File: src/rtl/mips_pkg.sv
// Shared MIPS core definitions: word width, PC step, reset defaults and the IF/ID payload.
package mips_pkg;

  localparam int unsigned WORD_W = 32;
  localparam logic [WORD_W-1:0] PC_STEP = 32'd4;
  localparam logic [WORD_W-1:0] NOP_INSTR_DEFAULT = 32'h0000_0000;
  localparam logic [WORD_W-1:0] RESET_PC_DEFAULT = 32'h0000_0000;

  typedef struct packed {
    logic [WORD_W-1:0] instr;
    logic [WORD_W-1:0] pc4;
    logic              valid;
  } if_id_t;

  // Force a byte address onto a word boundary.
  function automatic logic [WORD_W-1:0] word_align(input logic [WORD_W-1:0] addr);
    return {addr[WORD_W-1:2], 2'b00};
  endfunction

endpackage

File: src/rtl/pc_fetch_stage_incr.sv
// PC incrementor: pc + 4, modulo 2^32 with no carry-out.
module pc_fetch_stage_incr
  import mips_pkg::*;
(
  input  logic [WORD_W-1:0] pc,
  output logic [WORD_W-1:0] pc4
);

  assign pc4 = WORD_W'(pc + PC_STEP);

endmodule

File: src/rtl/pc_fetch_stage.sv
// Instruction-fetch stage: PC register, next-PC select and the IF/ID pipeline register.
// Optional macro PC_ALIGN_CHECK_EN adds a sticky flag for misaligned redirect targets.
module pc_fetch_stage
  import mips_pkg::*;
#(
  parameter logic [WORD_W-1:0] RESET_PC  = RESET_PC_DEFAULT,
  parameter logic [WORD_W-1:0] NOP_INSTR = NOP_INSTR_DEFAULT
) (
  input  logic              clk,
  input  logic              rst,
  input  logic              stall,
  input  logic              redirect,
  input  logic [WORD_W-1:0] redirect_target,
  output logic [WORD_W-1:0] imem_addr,
  input  logic [WORD_W-1:0] imem_rdata,
  output logic [WORD_W-1:0] if_id_instr,
  output logic [WORD_W-1:0] if_id_pc4,
  output logic              if_id_valid,
  output logic              misalign_err
);

  logic [WORD_W-1:0] pc;
  logic [WORD_W-1:0] pc_next;
  logic [WORD_W-1:0] pc4;
  if_id_t            if_id;
  if_id_t            if_id_next;

  pc_fetch_stage_incr u_incr (
    .pc  (pc),
    .pc4 (pc4)
  );

  // Redirect beats stall; a redirect always leaves a bubble in IF/ID.
  always_comb begin
    pc_next    = pc;
    if_id_next = if_id;
    if (redirect) begin
      pc_next          = word_align(redirect_target);
      if_id_next.instr = NOP_INSTR;
      if_id_next.pc4   = '0;
      if_id_next.valid = 1'b0;
    end else if (!stall) begin
      pc_next          = pc4;
      if_id_next.instr = imem_rdata;
      if_id_next.pc4   = pc4;
      if_id_next.valid = 1'b1;
    end
  end

  always_ff @(posedge clk or posedge rst) begin
    if (rst) begin
      pc          <= RESET_PC;
      if_id.instr <= NOP_INSTR;
      if_id.pc4   <= '0;
      if_id.valid <= 1'b0;
    end else begin
      pc    <= pc_next;
      if_id <= if_id_next;
    end
  end

  assign imem_addr   = pc;
  assign if_id_instr = if_id.instr;
  assign if_id_pc4   = if_id.pc4;
  assign if_id_valid = if_id.valid;

`ifdef PC_ALIGN_CHECK_EN
  logic misalign_q;

  // Sticky until reset; the PC itself still takes the masked target.
  always_ff @(posedge clk or posedge rst) begin
    if (rst) begin
      misalign_q <= 1'b0;
    end else if (redirect && (redirect_target[1:0] != 2'b00)) begin
      misalign_q <= 1'b1;
    end
  end

  assign misalign_err = misalign_q;
`else
  assign misalign_err = 1'b0;
`endif

endmodule

File: config.mk
export PLATFORM = sky130hd
export DESIGN_NAME = pc_fetch_stage
export DESIGN_NICKNAME = d
export VERILOG_FILES = /design/src/rtl/mips_pkg.sv /design/src/rtl/pc_fetch_stage_incr.sv /design/src/rtl/pc_fetch_stage.sv
export SDC_FILE = /design/constraint.sdc
export NUM_CORES = 1
export LEC_CHECK = 0
export ABC_CLOCK_PERIOD_IN_PS = 3900
export BUFFER_PORTS_ARGS = -buffer_cell sky130_fd_sc_hd__clkbuf_2
export CAP_MARGIN = 10
export CORE_MARGIN = 2
export CORE_UTILIZATION = 35
export DETAILED_ROUTE_END_ITERATION = 8
export PLACE_DENSITY_LB_ADDON = 0.2
export SLEW_MARGIN = 20
export SYNTH_ARGS = -nofsm -noshare
export SYNTH_HDL_FRONTEND = slang
export SYNTH_HIERARCHICAL = 1
export SYNTH_SLANG_ARGS = --single-unit
File: constraint.sdc
create_clock -name clk -period 3.9 [get_ports clk]
set_input_delay 0.78 -clock clk [delete_from_list [all_inputs] [get_ports clk]]
set_output_delay 0.78 -clock clk [all_outputs]
set_load 0.1 [all_outputs]
# Word-level counts from Yosys, hierarchy flattened
# Cells that the tools add are included.
# op_classes
addsub,1
eq_ne,1
muxes,4
# ops
operator,n
two-way mux 65 bit,2
two-way mux 32 bit,2
"adder 32 x 3 -> 32 bit, second input constant",1
"!= test 2 x 1 -> 1 bit, second input constant",1
# totals
register_bits,97
inputBits,68
out_inout_bits,98
word_cells,10

# Logic depth before layout (Yosys ltp)
# Gate-level depths: netlist of the first run.
# logic_depth
ltp_word,3
mapped_depth,7
depth_no_buf,7

# Modules after synthesis
# Netlist of the first run, hierarchy kept.
# by_module_without_submodules
module,n_inst,cells_per_inst,area_per_inst_um2,seq_area_each_um2
pc_fetch_stage,1,345,4087.7,2377.3
pc_fetch_stage_incr,1,83,580.6,0.0

# Worst setup path after synthesis of the first run
# No wires, ideal clock.
# synth_timing
kind,reg-to-reg
from,register pc[2] (netlist: imem_addr[2])
to,register pc[24] (netlist: imem_addr[24])
t_arrival_ns,2.490
t_required_ns,3.817
slack_ns,1.326
stages_incl_launch_ff,8
n_path_buf,0
synth_period_minus_slack_ns,2.574
cell_sequence,dfrtp_1 > ha_1 > nand3_1 > nor4_4 > nand4_1 > xnor2_1 > mux2i_1 > o21ai_0
# synth_via
elab_chain_cells,3
# synth_rtl
element,line_no,source
start: declaration,pc_fetch_stage.sv:22,logic [WORD_W-1:0] pc;
start signal: assignment,pc_fetch_stage.sv:57,pc <= pc_next;
adder 32 x 3 -> 32 bit,pc_fetch_stage_incr.sv:9,assign pc4 = WORD_W'(pc + PC_STEP);
named net pc4[24],pc_fetch_stage.sv:24,logic [WORD_W-1:0] pc4;
two-way mux 32 bit,pc_fetch_stage.sv:42,end else if (!stall) begin
two-way mux 32 bit,pc_fetch_stage.sv:37,if (redirect) begin
# The timed path passes the listed nets, and every way through them passes these cells. The select of a mux whose other input is x is not followed.
# A chain may end at the register's enable or synchronous reset.

# Worst setup path after layout of the first run
# layout_timing
from,register pc[2] (netlist: imem_addr[2])
to,register pc[28] (netlist: imem_addr[28])
# Same word-level chain as after synthesis.

==> results of run 1 <==
[layout make-up]
cell class	count	area share, %
Clock inverter	6	1.859
Tap cell	176	3.760
Inverter	4	0.2991
Multi-Input combinational cell	299	34.33
Sequential cell	95	40.59
Timing Repair Buffer	168	15.25
Clock buffer	10	3.909
[power by group through the flow]
stage / logic, mW / registers, mW / clock network (mW)
detailed placement: 0.930 / 1.16 / 0
CTS: 0.931 / 1.14 / 1.04
floorplan: 0.225 / 1.70 / 0
global placement: 0.923 / 1.15 / 0
finish: 0.926 / 1.14 / 1.00
global route: 0.973 / 1.15 / 1.07
[cell families (layout without fill, tap and decap cells)]
| group | after synthesis | count (layout) | synth area share (%) |
|---|---|---|---|
| xor gates and xnor gates | 28 | 28 | 5.253 |
| adders and majority gates | 1 | 1 | 0.2680 |
| muxes | 94 | 94 | 20.16 |
| and+or+nand+nor | 144 | 144 | 13.99 |
| DFF | 95 | 95 | 50.92 |
| AOI/OAI and AO/OA | 31 | 31 | 3.323 |
| buffers and inverters | 34 | 188 | 6.004 |
| other | 1 | 1 | 0.08033 |
[state kept, by name, indices dropped and copies added (netlist names)]
name and count:
if_id_valid 1, imem_addr 32, if_id_pc4 30, if_id_instr 32
[metrics by stage]
step                      cells  util (%)  cell area, um^2
after floorplan             428         -             4668
after global placement      741     41.80             5492
after detailed placement    741     41.80             5492
after CTS                   757     44.37             5829
after global routing        758     44.58             5857
final                       758     44.58             5857
[cell usage after synthesis, types with 3 or more instances]
| cell type | count |
|---|---|
| xnor2_1 | 21 |
| nor3_1 | 3 |
| dfrtp_1 | 95 |
| nand2_1 | 40 |
| mux2i_1 | 94 |
| buf_6 | 3 |
| xor2_1 | 7 |
| nand3_1 | 10 |
| o21ai_0 | 30 |
| nor2_1 | 71 |
| buf_12 | 6 |
| clkbuf_1 | 11 |
| inv_1 | 4 |
| buf_4 | 8 |
| nand4_1 | 9 |
[worst reg2reg max path: cells and delay by family, from the launching register on]
kind | cells | cell delay [ps]
flops | 1 | 450
xor+xnor | 1 | 280
simple gates | 3 | 1080
mux | 1 | 110
fa+ha+maj | 1 | 210
compound gates | 1 | 160
[path summary, 6_finish.rpt]
path                                                    end  slack, ps  cells after the start
worst min register to register    if_id_pc4[10]$_DFFE_PP0P_        520                      2
worst max register to register    imem_addr[28]$_DFFE_PP0P_       1540                      7
worst max-delay path              imem_addr[28]$_DFFE_PP0P_       1540                      7
worst min-delay path              if_id_pc4[10]$_DFFE_PP0P_        520                      2
max in group asynchronous         if_id_pc4[29]$_DFFE_PP0P_       2570                      3
min in group asynchronous       if_id_instr[15]$_DFFE_PP0P_        550                      2
[layer usage]
layer | GRT usage, % | part of all wire [%]
met1 | 20.78 | 45
met5 | 0 | 0
met4 | 5.588 | 1.4
met2 | 23.39 | 46
met3 | 4.563 | 7.2
==> metrics.yaml, run 1 <==
power.net_switching_mw: 1.207
grt_overflow_total: 0
finalWorstSetupSlack_ps: 1539
finClkSkew_ps: 10.32
synth_area_per_cell_um2: 10.91
critPathMaxFanout: 8
layout_commonest_cell: "clkbuf_2"
ys_types: 27
drv_cap: 0
cp_cell_sequence: "ha_1 -> nand3_1 -> nor4_4 -> nand4_1 -> xnor2_1 -> mux2i_1 -> o21ai_0"
drt-total-wl_um: 10780
io_pins: 166
avgRoutedWirePerCell_um: 14.23
synth_cells: 428
multi_input_area_um2: 2011
start_util_pct: 35.53
setup-violations-final: 0
p_seq_share_pct: 37.2
area.growth.synth_to_final_pct: 25.46
mostFrequentLayoutCells: "clkbuf_2, dfrtp_1, mux2i_1"
regArea_um2: 2377
cts_setup_buffers: 0
hold_path_class: "flop to flop"
ctsLongestPathBuffers: 2
status: "finished, final reports clean"
async_flop_share_pct: 100.0
p_clk_share_pct: 32.7
fin_tns_setup_ps: 0
synth_top_area_cell: "dfrtp_1"
crit_family: "simple AND/OR/NAND/NOR gates"
ctsHoldBuffers: 0
drive_above_1_share_pct: 32.82
slowest_delay_ps: 570
grt_pass1_wl_um: 17670
syn_area_um2: 4668
slew_violations: 0
pre_cts_slack_ps: 1565
p_int_mw: 1.863
arrival_ps: 2620
synth-seq-cells: 95
hold_viol: 0
ys_seq_area_share_pct: 50.92
via_per_inst: 4.657
power_mw: 3.070
die_w_um: 119.5
critPathLaunch: "imem_addr[2]$_DFFE_PP0P_"
clk_pin_slew_ps: 70
cts_resized: 0
synth_top_area_share_pct: 50.92
nFillCells: 1315
p_sw_share_pct: 39.33
path_class: "flop to flop"
grt_max_degree: 114
crit_buf_inv: 0
detailedRoute.firstIterationViolations: 162
numCtsBuffers: 9
rows: 42
grt_pass1_vias: 3526
peakVddDrop_mv: 0.2721
synth_edf_count: 0
p_leak_nw: 3.116
diodes: 0
p_per_area_nw_per_um2: 524.2
nets: 646
syn_nets: 497
holdWs_ps: 520.4
die_area_um2: 14280
tightest_slew_ps: 760.9
slew_headroom_pct: 49.27
htreeDepth: 3
portBuffers: 162
synth_area_leaders: "dfrtp_1, mux2i_1, nor2_1"
remaining_drc_errors: 0
die_y_um: 119.5
start_kind: "flop"
antenna_found_initial: 0
end_kind: "flop"
r2r-start: "imem_addr[2]$_DFFE_PP0P_"
clk_latency_ps: 340
fin_crit_sh_pct: 60.54
synth_ff_type: "dfrtp_1"
hpwlAfterDp_um: 7430
first_pass_iters: 4
cts_sinks: 95
cts_root_buffer: "clkbuf_16"
cts_tree: "done"
crit_required_ps: 4160
drtAntennaViolNets: 0
grt_usage_pct: 15.36
vias: 3530
gp_congestion: 0.7204
slowest_stage: "nor4_4"
fmaxAchievable_mhz: 423.5
combPwrFrac_pct: 30.2
fin_crit_ps: 2361
rsz0062_at_grt: "no"
min_from: "if_id_pc4[10]$_DFFE_PP0P_"
core_um2: 13140
yosysWarningCount: 6
No activity file was read; power rests on OpenSTA's default activity.
==> run 2, diff against run 1 <==
--- a/config.mk
+++ b/config.mk
@@ -5,7 +5,7 @@
 export SDC_FILE = /design/constraint.sdc
 export NUM_CORES = 1
 export LEC_CHECK = 0
-export ABC_CLOCK_PERIOD_IN_PS = 3900
+export ABC_CLOCK_PERIOD_IN_PS = 2300
 export BUFFER_PORTS_ARGS = -buffer_cell sky130_fd_sc_hd__clkbuf_2
 export CAP_MARGIN = 10
 export CORE_MARGIN = 2
==> constraint.sdc (replaced) <==
create_clock -name clk -period 2.3 [get_ports clk]
set_input_delay 0.46 -clock clk [delete_from_list [all_inputs] [get_ports clk]]
set_output_delay 0.46 -clock clk [all_outputs]
set_load 0.1 [all_outputs]
==> metrics.yaml, run 2 (synthesized netlist as in run 1, its figures left out) <==
grt_pass1_vias: 3659
fin_area_um2: 5909
first_pass_iters: 4
cts_root_buffer: "clkbuf_16"
antenna_found_initial: 0
fmaxAchievable_mhz: 502.5
start_util_pct: 35.53
grt_max_degree: 52
dpl-instance-area_um2: 5633
drive_above_1_share_pct: 35.99
rsz0062_at_grt: "no"
met3_usage_pct: 4.658
hpwlAfterDp_um: 7964
avgRoutedWirePerCell_um: 14.60
nets: 653
hold_viol: 0
p_per_area_nw_per_um2: 835.6
area.growth.synth_to_final_pct: 26.59
remaining_drc_errors: 0
critPathMaxFanout: 7
layout_commonest_cell: "clkbuf_2"
gp_congestion: 0.7567
setup-violations-final: 0
arrival_ps: 2250
detailedRoute.firstIterationViolations: 270
drt-total-wl_um: 11170
core_um2: 13140
combPwrFrac_pct: 32.3
end_kind: "flop"
placedCellCount: 749
status: "finished, final reports clean"
portBuffers: 162
cts_tree: "done"
mostFrequentLayoutCells: "clkbuf_2, mux2i_1, dfrtp_1"
met1_usage_pct: 22.66
p_seq_share_pct: 39.2
grt_overflow_total: 0
ctsHoldBuffers: 0
cts_setup_buffers: 0
slew_headroom_pct: 62.37
slew_violations: 0
fin_crit_sh_pct: 86.52
fin_tns_setup_ps: 0
die_area_um2: 14280
drtAntennaViolNets: 0
diodes: 0
p_clk_share_pct: 28.5
power_mw: 4.938
grt_usage_pct: 16.25
finClkSkew_ps: 4.057
p_int_mw: 2.903
grtUsageMet2_pct: 24.00
peakVddDrop_mv: 0.3483
instances_no_fill: 765
cts_resized: 0
die_y_um: 119.5
crit_required_ps: 2560
rows: 42
tightest_slew_ps: 566.9
clk_pin_slew_ps: 60
numCtsBuffers: 9
vias: 3555
grt_busiest_layer: "met2"
ctsLongestPathBuffers: 2
fin_crit_ps: 1990
cts_sinks: 95
htreeDepth: 3
p_leak_nw: 3.122
reg2reg_slack_ps: 310
io_pins: 166
via_per_inst: 4.647
clk_latency_ps: 340
die_w_um: 119.5
power.net_switching_mw: 2.035
grt_pass1_wl_um: 18500
start_kind: "flop"
hold_path_class: "input port to asynchronous set/reset pin"
p_sw_share_pct: 41.22
drv_cap: 0
path_class: "flop to flop"
## run 2: cell types whose count changed in the layout (fill, tap and decap cells not counted), sizes merged
cell	previous run	this run
buf	8	15
bufinv	3	0
clkbuf	170	172
clkinv	3	4
clkinvlp	0	1
inv	4	3
## run 2: worst max-delay path, stage by stage (launching register included)
cell and delay, ps:
dfrtp_2 430, nand4_2 230, nor4_4 380, buf_4 220, nand4_1 120, xnor2_1 250
mux2i_1 100, o21ai_0 160
## run 2: metal layers
layer | up-vias | wire length [um]
li1 | 1758 | -
met1 | 1666 | 5427
met2 | 117 | 4800
met3 | 14 | 768
met4 | 0 | 170
met5 | - | 0
## run 2: layout make-up
| class | instances | area [um^2] |
|---|---|---|
| clock inverters | 4 | 20.02 |
| repair buffers | 175 | 988.4 |
| inverters | 4 | 18.77 |
| multi-input cells | 299 | 2011 |
| fillers | 1284 | 7228 |
| clock buffers | 12 | 256.5 |
| well taps | 176 | 220.2 |
| flip-flops and latches | 95 | 2395 |
## run 2: final timing paths
check                      cells after the start                 startpoint                         end
max in group asynchronous                      3                        rst   imem_addr[14]$_DFFE_PP0P_
hold reg to reg                                2  if_id_pc4[12]$_DFFE_PP0P_   if_id_pc4[12]$_DFFE_PP0P_
setup / recovery                               7   imem_addr[9]$_DFFE_PP0P_   imem_addr[24]$_DFFE_PP0P_
min in group clk                               3        redirect_target[26]   imem_addr[26]$_DFFE_PP0P_
setup reg to reg                               7   imem_addr[9]$_DFFE_PP0P_   imem_addr[24]$_DFFE_PP0P_
hold / removal                                 2                        rst  if_id_instr[8]$_DFFE_PP0P_
## run 2: power groups by stage
stage               sequential, mW  clock [mW]  combinational (mW)
floorplan                     2.89           0               0.382
CTS                           1.94        1.47                1.61
finish                        1.94        1.41                1.59
detailed placement            1.97           0                1.61
global placement              1.96           0                1.59
global route                  1.96        1.53                1.67
## run 2: per-stage QoR
step                util, %  hold slack (ps)  worst slack [ps]
floorplan                 -            580.8             51.04
global placement      42.88            461.0             401.4
detailed placement    42.88            462.4             333.8
CTS                   44.98            86.36             302.8
global route          44.98            96.88             129.7
finish                44.98            83.79             310.0
